**src/rtl/halt_detector.sv**
```systemverilog
// Flags the cycle in which the PC has been unchanged for HALT_STABLE cycles.
module halt_detector #(
    parameter int XLEN        = 32,
    parameter int HALT_STABLE = 4
) (
    input  logic            clk,
    input  logic            reset,
    input  logic            en,
    input  logic [XLEN-1:0] pc,
    output logic            halted
);

    localparam int CW = (HALT_STABLE > 1) ? $clog2(HALT_STABLE + 1) : 1;

    logic [XLEN-1:0] prev_pc;
    logic            have_prev;
    logic [CW-1:0]   cnt;
    logic            same;

    // have_prev keeps a stale PC from before RUN out of the compare
    assign same   = en && have_prev && (pc == prev_pc);
    assign halted = same && (cnt == CW'(HALT_STABLE - 1));

    always_ff @(posedge clk or negedge reset) begin
        if (!reset) begin
            prev_pc   <= '0;
            have_prev <= 1'b0;
            cnt       <= '0;
        end else begin
            prev_pc   <= pc;
            have_prev <= en;
            cnt       <= same ? cnt + CW'(1) : '0;
        end
    end

endmodule

```
**config.mk**
```make
export PLATFORM = sky130hd
export DESIGN_NAME = halt_detector
export DESIGN_NICKNAME = d
export VERILOG_FILES = /design/src/rtl/halt_detector.sv
export SDC_FILE = /design/constraint.sdc
export NUM_CORES = 1
export LEC_CHECK = 0
export CAP_MARGIN = 5
export CELL_PAD_IN_SITES_DETAIL_PLACEMENT = 0
export CELL_PAD_IN_SITES_GLOBAL_PLACEMENT = 1
export CORE_MARGIN = 5
export CORE_UTILIZATION = 44
export CTS_BUF_LIST = sky130_fd_sc_hd__clkbuf_2 sky130_fd_sc_hd__clkbuf_4 sky130_fd_sc_hd__clkbuf_8
export CTS_CLUSTER_DIAMETER = 150
export DETAILED_ROUTE_END_ITERATION = 12
export PLACE_DENSITY = 0.84
export SYNTH_ARGS = -nofsm -noshare
export SYNTH_HDL_FRONTEND = slang
export SYNTH_SLANG_ARGS = --single-unit
```
**constraint.sdc**
```tcl
create_clock -name clk -period 2.3 [get_ports clk]
set_clock_uncertainty 0.05 [all_clocks]
set_input_delay 0.345 -clock clk [delete_from_list [all_inputs] [get_ports clk]]
set_output_delay 0.345 -clock clk [all_outputs]
set_load 0.02 [all_outputs]
```
=== Word-level counts from Yosys, hierarchy flattened ===
Index checks and enable logic that the tools add are counted.

* $add $sub $neg: 1
* Equal/unequal tests: 2
* Mux-type cells: 1
* Reductions and logical operators: 3

{| class="wikitable"
|+ Operators with widths
! kind !! count
|-
| 32-bit == test || 1
|-
| 3-bit by 1-bit adder with 3-bit output, second input constant || 1
|-
| 3-bit by 2-bit == test with 1-bit output, second input constant || 1
|-
| 1-bit logical AND || 3
|-
| 3-bit 2-to-1 mux || 1
|}

* Flip-flop bits (word level): 36
* Input bits: 35
* Output and inout bits: 1
* Word-level logic and storage cells: 10

=== Logic depth before layout (Yosys ltp) ===
* Word-level depth: 3
* Mapped depth: 4
* Gate-level depth less buffers: 4

=== Least setup slack after synthesis ===
No wires, ideal clock.

* Kind: flip-flop to output port
* Start point: register prev_pc[18]
* End point: output port halted
* Arrival time: 1.694 ns
* Required time: 1.905 ns
* Path slack: 0.211 ns
* Cell stages (with the launch flop): 5
* Path buffers: 0
* Cell sequence: dfrtp_1 -> xor2_1 -> nor4_2 -> nand4_2 -> nor4_1

* Cells in the longest elaborated chain, start to end: 3

{| class="wikitable"
|+ Ends and longest elaborated chain
! element !! RTL line !! RTL
|-
| start: declaration || 15 || <nowiki>logic [XLEN-1:0] prev_pc;</nowiki>
|-
| start signal: assignment || 30 || <nowiki>prev_pc <= pc;</nowiki>
|-
| 32-bit == test || 21 || <nowiki>assign same = en && have_prev && (pc == prev_pc);</nowiki>
|-
| 1-bit logical AND || 21 ||
|-
| 1-bit logical AND || 22 || <nowiki>assign halted = same && (cnt == CW'(HALT_STABLE - 1));</nowiki>
|-
| end: declaration || 10 || <nowiki>output logic halted</nowiki>
|}

Every way passes these cells.

=== Worst setup path after layout ===
* Start point: input port pc[28]
* End point: output port halted

* Cells in the longest elaborated chain, start to end: 3

{| class="wikitable"
|+ Ends and longest elaborated chain
! element !! RTL line !! RTL
|-
| start: declaration || 9 || <nowiki>input logic [XLEN-1:0] pc,</nowiki>
|-
| 32-bit == test || 21 ||
|-
| 1-bit logical AND || 21 ||
|-
| 1-bit logical AND || 22 ||
|}

Every way passes these cells.

==> reports/metrics.cfg <==
[run_status]
status=finished, final reports clean

[setup_path]
critPathMaxFanout=2
rr_endpoint=cnt[2]$_DFF_PN0_
r2r_cells=6
crit_required_ps=1900
critPathArrivalTime_ps=1850
reg2reg_from=prev_pc[23]$_DFF_PN0_
crit_path_top_delay_cell=clkdlybuf4s50_1
rrSetupSlack_ps=570
cp_top_family=buffers and inverters
cp-end-kind=primary output
worstPathCellList=clkdlybuf4s50_1 > inv_2 > a2111oi_4 > nand4_2 > nor4_2 > buf_4
crit_type=primary input to primary output
startpoint_type=primary input
cpPeakStageDelay_ps=500
crit_buf_inv=3

[power_and_ir_drop]
ir_drop_mv=0.3688
leakagePower_nw=0.8908
total_power_mw=1.151
pwr_density_cell_mw_per_mm2=570.8

[synthesis]
synth_warnings=0
async_flop_share=1.000
ys_ff_latch=36
synthCells=103
yosysSeqAreaShare=0.6175
synth_edf_count=0
synth_ff_type=dfrtp_1
ys_types=19
syn-mean-instance-area_sq_um=14.16
synth_nets=140
synth.largest_area_cell=dfrtp_1
yosysMostFrequentCell=dfrtp_1
synthTopCellsByArea=dfrtp_1 (62%), xor2_1 (11%), a2111oi_4 (3.8%)
syn_area_sq_mm=0.001459
synth_common_cells=dfrtp_1 (36), xor2_1 (19), nand2b_1 (8)
synth_top_area_frac=0.6175

[clock_tree]
insertion_delay_ps=330
clockBufferDepth=2
clock_sinks=36
cts.reportedPaths.clkPinSlew_ps=90
cts-root-buf=clkbuf_4
cts_tree=built
cts_buffers=5
h-tree-depth=2
hold_buffers=0

[final_layout]
fillers=279
drive_gt1_frac=0.2166
final_cell_area_sq_mm=0.002017
fin_nets=194
antenna_cells=0
fin_util=0.6141
area_delta_synth_final_pct=38.25

[timing]
max_clock_freq_mhz=445.0
rsz0062_at_grt=true
fin_crit_sh=0.9770
worst_pin_slew_ps=455.9
maxSlewHeadroom=0.6961
setup_violations=0
post-route-min-period_ps=2247
finalMaxSlewViolations=0
setup_tns_ps=0
hold_violations=0

[floorplan]
die_w_um=67.58
core_area_sq_mm=0.003284
die-area_sq_mm=0.004567
start_util=0.4442
rows=21
io_pins=36
die_h_um=67.58

[global_routing]
grt_pass1_vias=1007
grt_pass1_wl_mm=4.498
antenna_found_initial=0
grtUsageTotal=0.1343
grt_max_degree=37
gr-total-overflow=0

[routing]
ant_nets=0
drc=0
wirelength_mm=2.666
via_per_inst=4.616
drt_iter0_drc=43
via_count=937
wl_per_cell_um=13.13
drt_pre_antenna_iters=4

[placement]
gp_congestion=0.7239
portBuffers=35
place_area_sq_mm=0.001949
hpwl_mm=2.095

[worst_hold_path]
hold_path_startpoint=pc[18]
min_path_type=primary input to flop
hold_path_end=prev_pc[18]$_DFF_PN0_
hold_depth=1

[run]
drv_cap=0

## worst max-delay path by stage
stage               slack (ps)  depth (start not counted)                  start  endpoint
finish                      50                          6                 pc[28]    halted
global route               -30                          5  prev_pc[18]$_DFF_PN0_    halted
CTS                          8                          6                 pc[22]    halted
detailed placement        -540                          6                 pc[11]    halted
global placement          -550                          6                 pc[11]    halted
floorplan                  210                          4  prev_pc[18]$_DFF_PN0_    halted
## layout make-up
type	instances	area, sq um	share of cell area
Clock buffer	6	45.04	0.02233
Clock inverter	1	5.005	0.002481
Inverter	9	33.78	0.01675
Multi-Input combinational cell	58	545.5	0.2705
Sequential cell	36	900.9	0.4467
Tap cell	46	57.56	0.02854
Timing Repair Buffer	47	429.2	0.2128
## cells in the final DEF (no fill, tap or decap)
master	n
nand4_1	2
buf_4	13
or2b_1	1
nor4_1	3
nand4_2	1
clkinv_2	1
nor4_2	5
inv_1	7
dlymetal6s2s_1	1
xor2_1	19
nand2_2	1
clkdlybuf4s50_1	24
dfrtp_1	36
ha_1	2
inv_2	2
clkbuf_4	6
a222oi_1	1
nor2b_4	2
nor2b_1	6
a2111oi_2	1
dlygate4sd2_1	9
nand2b_1	8
o2111a_1	3
a2111oi_4	2
nor3_1	1
## worst reg2reg max path, delay by kind of cell (launching register included)
family / cells / cell delay, ps
XOR/XNOR: 1 / 170
AND/OR/NAND/NOR: 3 / 710
buffers and inverters: 2 / 300
flip-flops: 1 / 390
## what timing repair did
| action | CTS | global route |
|---|---|---|
| setup endpoints to repair | 1 | 1 |
| setup buffers | 1 | 0 |
| resized for setup | 16 | 4 |
| pin swaps | 7 | 4 |
## where the power goes
part	internal [mW]	switching (mW)	total [mW]
Clock	0.124	0.192	0.317
Sequential	0.662	0.0138	0.676
Combinational	0.0918	0.0672	0.159
Total	0.878	0.273	1.15
## per-stage QoR
step,worst slack (ps),cells,hold WS [ps]
after CTS,7.823,203,212.8
final,52.98,203,129.5
after floorplan,210.9,103,-0.5911
after detailed placement,-535.8,195,392.5
after global routing,-31.49,203,108.7
after global placement,-552.1,195,370.9
## flip-flops by register name (all words and copies together) (netlist names)
name	count
cnt	3
have_prev	1
prev_pc	32
## cells by family after synthesis
group           synth area share
fa+ha+maj                0.01715
buf+inv                  0.02316
flops                     0.6175
simple gates              0.1501
xor+xnor                  0.1141
compound gates           0.07804
## layer usage
layer / wire [um] / global-route usage / vias up / part of all wire
met5: 0 / 0 / - / 0
met4: 53 / 0.05316 / 0 / 0.020
met2: 1356 / 0.2053 / 18 / 0.51
met1: 1141 / 0.1734 / 454 / 0.43
met3: 115 / 0.04659 / 7 / 0.043
li1: - / - / 458 / -
(Power assumes the default switching activity.)
